### src/rtl/craps_autoplayer_if.sv
// craps_autoplayer_if: control, game-controller and tally signals of the craps autoplayer
interface craps_autoplayer_if;
  logic start, win, lose, roll, game_rst, busy, done, err;
  logic [7:0] wins, losses;
  logic [11:0] presses;
  modport master (input start, win, lose, output roll, game_rst, busy, done, err, wins, losses, presses);
  modport slave (output start, win, lose, input roll, game_rst, busy, done, err, wins, losses, presses);
endinterface

### src/rtl/craps_autoplayer.sv
// craps_autoplayer: plays NUM_GAMES craps games unattended via roll/game_rst and tallies outcomes
module craps_autoplayer #(
  parameter int NUM_GAMES = 16,
  parameter int HOLD_MIN = 4,
  parameter int HOLD_W = 4,
  parameter int GAP_CYC = 3,
  parameter int SETTLE = 4
) (
  input logic clk,
  input logic rst,
  craps_autoplayer_if.master bus
);
  localparam int CW = $clog2(HOLD_MIN + (1 << HOLD_W) + GAP_CYC + SETTLE + 1);
  typedef enum logic [2:0] {S_IDLE, S_INIT, S_GAP, S_PRESS, S_SETTLE, S_RESULT, S_CLEAR, S_DONE} state_t;
  state_t state, state_n;
  logic [CW-1:0] cnt, hold, lim;
  logic [15:0] lfsr;
  logic [7:0] games;
  logic last, flag, enter, sample, roll_d, game_rst_d, busy_d, done_d;
  always_ff @(posedge clk)
    if (rst) state <= S_IDLE;
    else state <= state_n;
  always_comb begin
    lim = state == S_GAP ? CW'(GAP_CYC) : state == S_PRESS ? hold : CW'(SETTLE);
    last = cnt == lim - CW'(1);
    flag = bus.win | bus.lose;
    state_n = state;
    case (state)
      S_IDLE, S_DONE: state_n = bus.start ? S_INIT : state;
      S_INIT: state_n = S_GAP;
      S_GAP: state_n = last ? S_PRESS : S_GAP;
      S_PRESS: state_n = last ? S_SETTLE : S_PRESS;
      S_SETTLE: state_n = last ? (flag ? S_RESULT : S_GAP) : S_SETTLE;
      S_RESULT: state_n = S_CLEAR;
      S_CLEAR: state_n = flag ? S_CLEAR : games == 8'(NUM_GAMES) ? S_DONE : S_GAP;
      default: state_n = S_IDLE;
    endcase
  end
  // Outputs are registered from the next state so they line up with the state register.
  always_comb begin
    roll_d = state_n == S_PRESS;
    game_rst_d = state_n == S_INIT || state_n == S_RESULT;
    busy_d = state_n != S_IDLE && state_n != S_DONE;
    done_d = state_n == S_DONE;
    enter = state_n != state;
    sample = state == S_SETTLE && last;
  end
  always_ff @(posedge clk) begin
    if (rst) begin
      bus.roll <= 1'b0;
      bus.game_rst <= 1'b0;
      bus.busy <= 1'b0;
      bus.done <= 1'b0;
      bus.err <= 1'b0;
      bus.wins <= '0;
      bus.losses <= '0;
      bus.presses <= '0;
      cnt <= '0;
      hold <= '0;
      games <= '0;
      lfsr <= 16'hACE1;
    end else begin
      bus.roll <= roll_d;
      bus.game_rst <= game_rst_d;
      bus.busy <= busy_d;
      bus.done <= done_d;
      lfsr <= {lfsr[14:0], lfsr[15] ^ lfsr[13] ^ lfsr[12] ^ lfsr[10]};
      cnt <= enter ? '0 : cnt + CW'(1);
      if (enter && state_n == S_GAP) hold <= CW'(HOLD_MIN) + CW'(lfsr[HOLD_W-1:0]);
      if (enter && state_n == S_INIT) begin
        bus.err <= 1'b0;
        bus.wins <= '0;
        bus.losses <= '0;
        bus.presses <= '0;
        games <= '0;
      end else begin
        if (enter && state_n == S_PRESS && bus.presses != '1) bus.presses <= bus.presses + 12'd1;
        if (sample && bus.win && bus.lose) bus.err <= 1'b1;
        if (sample && bus.win && bus.wins != '1) bus.wins <= bus.wins + 8'd1;
        if (sample && !bus.win && bus.lose && bus.losses != '1) bus.losses <= bus.losses + 8'd1;
        if (state == S_RESULT) games <= games + 8'd1;
      end
    end
  end
endmodule
### src/flat_wrapper.sv
// flat-port wrapper written by rule: the top's interface ports become plain ports
module craps_autoplayer_flat 
#(
  parameter int NUM_GAMES = 16,
  parameter int HOLD_MIN = 4,
  parameter int HOLD_W = 4,
  parameter int GAP_CYC = 3,
  parameter int SETTLE = 4
)
  (clk, rst, bus_start, bus_win, bus_lose, bus_roll, bus_game_rst, bus_busy, bus_done, bus_err, bus_wins, bus_losses, bus_presses);
  craps_autoplayer_if bus_i ();
  input logic clk;
  input logic rst;
  input wire logic [$bits(bus_i.start)-1:0] bus_start;
  input wire logic [$bits(bus_i.win)-1:0] bus_win;
  input wire logic [$bits(bus_i.lose)-1:0] bus_lose;
  output wire logic [$bits(bus_i.roll)-1:0] bus_roll;
  output wire logic [$bits(bus_i.game_rst)-1:0] bus_game_rst;
  output wire logic [$bits(bus_i.busy)-1:0] bus_busy;
  output wire logic [$bits(bus_i.done)-1:0] bus_done;
  output wire logic [$bits(bus_i.err)-1:0] bus_err;
  output wire logic [$bits(bus_i.wins)-1:0] bus_wins;
  output wire logic [$bits(bus_i.losses)-1:0] bus_losses;
  output wire logic [$bits(bus_i.presses)-1:0] bus_presses;
  assign bus_i.start = bus_start;
  assign bus_i.win = bus_win;
  assign bus_i.lose = bus_lose;
  assign bus_roll = bus_i.roll;
  assign bus_game_rst = bus_i.game_rst;
  assign bus_busy = bus_i.busy;
  assign bus_done = bus_i.done;
  assign bus_err = bus_i.err;
  assign bus_wins = bus_i.wins;
  assign bus_losses = bus_i.losses;
  assign bus_presses = bus_i.presses;
  craps_autoplayer #(.NUM_GAMES(NUM_GAMES), .HOLD_MIN(HOLD_MIN), .HOLD_W(HOLD_W), .GAP_CYC(GAP_CYC), .SETTLE(SETTLE)) u_core (.clk(clk), .rst(rst), .bus(bus_i));
endmodule
### config.mk
export PLATFORM = sky130hd
export DESIGN_NAME = craps_autoplayer_flat
export DESIGN_NICKNAME = d
export VERILOG_FILES = /design/src/rtl/craps_autoplayer_if.sv /design/src/rtl/craps_autoplayer.sv /design/src/flat_wrapper.sv
export SDC_FILE = /design/constraint.sdc
export NUM_CORES = 1
export LEC_CHECK = 0
export ABC_AREA = 1
export BUFFER_PORTS_ARGS = -buffer_cell sky130_fd_sc_hd__buf_2
export CAP_MARGIN = 20
export CORE_ASPECT_RATIO = 1.4
export CORE_MARGIN = 4
export CORE_UTILIZATION = 58
export DETAILED_ROUTE_END_ITERATION = 6
export GPL_TIMING_DRIVEN = 0
export PLACE_DENSITY = 0.84
export SKIP_CTS_REPAIR_TIMING = 1
export SLEW_MARGIN = 25
export SYNTH_ARGS = -nofsm -noshare
export SYNTH_HDL_FRONTEND = slang
export SYNTH_SLANG_ARGS = --single-unit
### constraint.sdc
create_clock -name clk -period 2.9 [get_ports clk]
set_input_delay 0.145 -clock clk [delete_from_list [all_inputs] [get_ports clk]]
set_output_delay 0.145 -clock clk [all_outputs]
set_load 0.02 [all_outputs]
# Word-level counts from Yosys, hierarchy flattened
# Index checks and enable logic that the tools add are counted.
# op_classes
n_reduce_logical	19
addsub	7
bitwise	4
eq_ne	19
mux	10
# op_table
cell	n
$add 8x1->8 const B	3
$pmux 3 s7	1
$eq 3x3->1 const B	6
$mux 3	6
$ne 8x8->1 const B	2
$add 12x1->12 const B	1
$eq 3x2->1 const B	4
$logic_and 1x1->1	12
$ne 12x12->1 const B	1
$mux 5	2
$eq 8x5->1 const B	1
$eq 3x1->1 const B	2
$reduce_or 2->1	3
$add 3x4->5 const A	1
$add 5x1->5 const B	1
$eq 5x5->1	1
$sub 5x1->5 const B	1
$logic_not 3->1	1
$ne 3x3->1	1
$ne 3x3->1 const B	1
$reduce_bool 3->1	1
$xor 1x1->1	3
$logic_not 1->1	1
$logic_or 1x1->1	1
2 further kinds	2
# totals
input_bits	5
ff_bits	70
wordCells	72

# Depth between registers and ports, before layout
# depth
word_depth	10
depth_mapped	20

# Least setup slack after synthesis
# Ideal clock, no wire load.
# synth_path
path_kind	reg2reg
start	reg u_core.state[1]
end	reg u_core.bus.losses[7]
arrival_time_ns	2.198
synth_period_minus_slack_ns	2.322
path_slack_ns	0.578
path_stages_with_launch	18
n_path_buf	2
required_time_ns	2.776
setup_time_ns	0.124
path_cell_list	dfxtp_1 > buf_4 > inv_1 > nor2_1 > nand2_1 > nand2_1 > nand2_1 > nand3_1 > nand2_1 > nor2_4 > nand3_2 > a22oi_1 > nand3_1 > nor2_1 > inv_1 > o21ai_4 > buf_8 > nor3_1
# synth_via
elab_chain_cells	10
# synth_rtl
item	line	rtl
start, declared	craps_autoplayer.sv:15	state_t state, state_n;
start signal, assigned	craps_autoplayer.sv:22	else state <= state_n;
$eq 3x2->1	craps_autoplayer.sv:24, craps_autoplayer.sv:28	
$mux 5 (2 in series)	craps_autoplayer.sv:24	lim = state == S_GAP ? CW'(GAP_CYC) : state == S_PRESS ? hold : CW'(SETTLE);
$sub 5x1->5	craps_autoplayer.sv:25	last = cnt == lim - CW'(1);
$eq 5x5->1	craps_autoplayer.sv:25	
$mux 3 (tied with other cells)	craps_autoplayer.sv:33	S_SETTLE: state_n = last ? (flag ? S_RESULT : S_GAP) : S_SETTLE;
$pmux 3 s7	craps_autoplayer.sv:28	case (state)
$ne 3x3->1 / $eq 3x1->1 (equally long branches)	craps_autoplayer.sv:45, craps_autoplayer.sv:70	
$logic_and 1x1->1	craps_autoplayer.sv:70	if (enter && state_n == S_INIT) begin
$reduce_or 2->1 (no line)	--	
end signal, assigned	craps_autoplayer.sv:80	if (sample && !bus.win && bus.lose && bus.losses != '1) bus.losses <= bus.losses + 8'd1;
end, declared	craps_autoplayer_if.sv:6	modport master (input start, win, lose, output roll, game_rst, busy, done, err, wins, losses, presses);
# Several ways; a longest one is shown, not always the timed one.
# A chain may end at the register's enable or synchronous reset.

# Worst setup path after layout
# layout_path
start	reg u_core.state[1]
end	reg u_core.games[2]
# layout_via
elab_chain_cells	10
# layout_rtl
item	line	rtl
$eq 3x2->1	craps_autoplayer.sv:24, craps_autoplayer.sv:28	
$mux 5 (2 in series)	craps_autoplayer.sv:24	
$sub 5x1->5	craps_autoplayer.sv:25	
$eq 5x5->1	craps_autoplayer.sv:25	
$mux 3 (tied with other cells)	craps_autoplayer.sv:33	
$pmux 3 s7	craps_autoplayer.sv:28	
$ne 3x3->1 / $eq 3x1->1 (equally long branches)	craps_autoplayer.sv:45, craps_autoplayer.sv:70	
$logic_and 1x1->1	craps_autoplayer.sv:70	
$reduce_or 2->1 (no line)	--	
end signal, assigned	craps_autoplayer.sv:81	if (state == S_RESULT) games <= games + 8'd1;
end, declared	craps_autoplayer.sv:18	logic [7:0] games;
# Several ways; a longest one is shown, not always the timed one.

==> results.sh <==
export IMPL_outcome="complete, no violations"
export IMPL_core_area_um2=5490
export IMPL_min_to="u_core.bus.err$_SDFFE_PP0P_"
export IMPL_port_buffers=37
export IMPL_clock_sinks=70
export IMPL_ys_ff_latch=70
export IMPL_skew_ns=0.00949
export IMPL_area_growth_pct=17.2
export IMPL_grt_max_degree=15
export IMPL_worst_r2r_path_depth=14
export IMPL_max_clock_freq_ghz=0.374
export IMPL_die_h_um=97.0
export IMPL_worstHoldStart="bus_lose"
export IMPL_cts_tree="done"
export IMPL_viasPerCell=5.15
export IMPL_fin_ws_ns=0.226
export IMPL_r2r_start="u_core.state[1]$_SDFF_PP0_"
export IMPL_end_kind="flip-flop"
export IMPL_fin_nets=511
export IMPL_cpMostUsedCell="nand2_1"
export IMPL_syn_inst=446
export IMPL_die_area_um2=6950
export IMPL_worst_pin_slew_ns=0.450
export IMPL_diodes=0
export IMPL_power_leakage_nw=1.68
export IMPL_track_usage_pct=20.0
export IMPL_drt_iter0_markers=152
export IMPL_final_max_slew_viol_count=0
export IMPL_critical_path_class="reg2reg"
export IMPL_rows=32
export IMPL_drt_pass1_iterations=4
export IMPL_r2r_end="u_core.games[2]$_SDFFE_PP0P_"
export IMPL_fin_tns_setup_ns=0
export IMPL_syn_cell_area_um2=3280
export IMPL_finalSetupViolations=0
export IMPL_grt_pass1_wl_um=11500
export IMPL_timing_max_cap_violations=0
export IMPL_synth_edff_count=0
export IMPL_clkTransAtPathRegs_ns=0.08
export IMPL_wirelength_um=6710
export IMPL_ys_types=36
export IMPL_synth_flop_cell="dfxtp_1"
export IMPL_dieWidth_um=71.6
export IMPL_grt_antenna_before_repair=0
export IMPL_ir_worst_vdd_v=0.000677
export IMPL_pin_count=38
export IMPL_syn_num_nets=458
export IMPL_crit_family="simple AND/OR/NAND/NOR gates"
export IMPL_synth_area_leaders="dfxtp_1 43%, nand2_1 8.8%, nor2_1 7.5%"
export IMPL_rrSetupSlack_ns=0.23
export IMPL_n_fill_cell=411
export IMPL_yosys_area_top_type="dfxtp_1"
export IMPL_rsz0062_at_grt="no"
export IMPL_synth_top_cell_area_share_pct=42.7
export IMPL_crit_slowest_cell="o21ai_4"
export IMPL_yosysWarningCount=0
export IMPL_layout_drive_gt1_share_pct=18.7
export IMPL_vias=2947
export IMPL_cts_buffers=9
export IMPL_syn_area_per_cell_um2=7.36
export IMPL_dp_hpwl_um=4760
export IMPL_cts_buffer_depth=2
export IMPL_ant_nets=0
export IMPL_fin_crit_sh_pct=92.2
export IMPL_drc=0
export IMPL_hp_class="in2reg"
export IMPL_multi_input_area_um2=1610
export IMPL_whs_path_depth=3
export IMPL_htreeDepth=3
export IMPL_grt_pass1_vias=2743
export IMPL_path_cells="buf_4 > nand2_1 > nor2_4 > nand2_1 > or2_1 > nand2_1 > nand2_1 > nand2_1 > nand3_2 > o21ai_1 > nand3_1 > o21ai_4 > buf_8 > nor3_2"
export IMPL_root_buffer="clkbuf_8"
export IMPL_gp_congestion=0.903
export IMPL_critPathBufInv=2
export IMPL_seq_area_frac_synth_pct=42.7
export IMPL_period_needed_ns=2.67
export IMPL_cp_required_ns=3.12
export IMPL_final_seq_area_um2=1400
export IMPL_max_stage_delay_ns=0.35
export IMPL_start_util_pct=59.9
export IMPL_worstPathArrival_ns=2.90
export IMPL_critPathMaxFanout=10
export IMPL_slew_headroom_pct=69.8
export IMPL_clock_latency_ns=0.35
export IMPL_avgRoutedWirePerCell_um=11.7
export IMPL_p_per_area_nw_per_um2=782
export IMPL_ys_async_sr_fraction_pct=0
export IMPL_overflow=0
export IMPL_critPathLaunchType="flip-flop"
export IMPL_dp_slack_ns=0.210
export IMPL_hold_viol=0
cells by family after synthesis:
kind of cell | Yosys count | share of synthesized area (%)
and+or+nand+nor | 237 | 33.9
buffers and inverters | 75 | 9.49
DFF | 70 | 42.7
AOI/OAI and AO/OA | 42 | 7.31
xor gates and xnor gates | 15 | 4.00
adders and majority gates | 7 | 2.67
report_power, final:
group          total [W]  internal [W]  switching [W]  leakage, nW
sequential       0.00108       0.00103      0.0000480        0.571
combinational    0.00104      0.000366       0.000675        0.994
clock           0.000887      0.000496       0.000391        0.115
per-stage QoR:
step	power, W	hold slack [ns]	instance area [µm²]	utilization, %	std cells
6_report	0.00301	0.104	3850	70.2	572
4_1_cts	0.00293	0.0940	3780	69.0	567
3_5_place_dp	0.00205	0.398	3550	64.8	551
5_1_grt	0.00320	0.136	3850	70.2	572
2_1_floorplan	0.00185	0.317	3280	-	446
3_3_place_gp	0.00203	0.396	3550	64.8	551
worst reg2reg max path, delay by kind of cell, from the launching register on:
family	cells	cell delay (ns)
flip-flops	1	0.32
AO/OA/AOI/OAI	2	0.53
buffers and inverters	2	0.33
AND/OR/NAND/NOR	10	1.38
cell usage in the layout (no fill, tap or decap), types with 3 or more instances in the layout:
| cell | count |
|---|---|
| and3_1 | 4 |
| or2_2 | 8 |
| nor3_2 | 6 |
| dfxtp_1 | 68 |
| nand3_2 | 3 |
| xor2_1 | 10 |
| inv_1 | 65 |
| nor4_1 | 5 |
| a21oi_1 | 26 |
| nor2_2 | 4 |
| nor3_1 | 18 |
| inv_6 | 3 |
| o21ai_0 | 7 |
| buf_4 | 5 |
| nand2_1 | 76 |
| a31oi_1 | 3 |
| buf_2 | 37 |
| nor2_1 | 64 |
| clkbuf_1 | 4 |
| nand3_1 | 26 |
| nand4_1 | 14 |
| nor2_4 | 3 |
| clkbuf_8 | 9 |
| ha_1 | 7 |
| xnor2_1 | 5 |
worst max path at each step:
stage                               startpoint                                 to  slack [ns]  cells after the start
floorplan           u_core.state[1]$_SDFF_PP0_  u_core.bus.losses[7]$_SDFFE_PP0P_        0.58                     17
global placement    u_core.state[2]$_SDFF_PP0_  u_core.bus.losses[7]$_SDFFE_PP0P_        0.24                     16
detailed placement  u_core.state[2]$_SDFF_PP0_       u_core.games[2]$_SDFFE_PP0P_        0.21                     16
CTS                 u_core.state[0]$_SDFF_PP0_       u_core.games[2]$_SDFFE_PP0P_        0.18                     15
global route        u_core.state[1]$_SDFF_PP0_  u_core.bus.losses[7]$_SDFFE_PP0P_       0.002                     16
finish              u_core.state[1]$_SDFF_PP0_       u_core.games[2]$_SDFFE_PP0P_        0.23                     14
synthesized netlist by cell type, types with 3 or more instances:
| cell type | number |
|---|---|
| nand2_1 | 77 |
| a31oi_1 | 3 |
| nor4_1 | 5 |
| and3_1 | 4 |
| o21ai_0 | 7 |
| xnor2_1 | 5 |
| nor3_1 | 18 |
| or2_2 | 8 |
| xor2_1 | 10 |
| nor3_2 | 6 |
| ha_1 | 7 |
| clkbuf_1 | 4 |
| nand3_1 | 27 |
| inv_1 | 65 |
| nand4_1 | 14 |
| a21oi_1 | 26 |
| nor2_1 | 66 |
| nor2_2 | 3 |
| dfxtp_1 | 70 |
layer usage:
layer	vias to the layer above	track usage, %	routed length [µm]
li1	1548	-	-
met1	1333	22.4	2790
met2	54	34.8	3520
met3	12	4.78	288
met4	0	9.26	124
met5	-	0	0
cell type report:
class / count / area share (%)
Tap cell: 68 / 2.21
Buffer: 8 / 1.56
Timing Repair Buffer: 41 / 5.59
Clock buffer: 9 / 3.22
Inverter: 67 / 6.53
Sequential cell: 70 / 36.5
Multi-Input combinational cell: 302 / 41.7
Clock inverter: 7 / 2.70
sequential cells by signal (all words and copies together) (netlist names):
name,cells
u_core.hold,5
u_core.bus.err,1
u_core.lfsr,16
u_core.bus.busy,1
u_core.bus.roll,1
u_core.state,3
u_core.bus.wins,8
u_core.bus.losses,8
u_core.cnt,5
u_core.games,8
u_core.bus.presses,12
u_core.bus.game_rst,1
u_core.bus.done,1
Note: power is estimated with default switching activity, not from simulation.
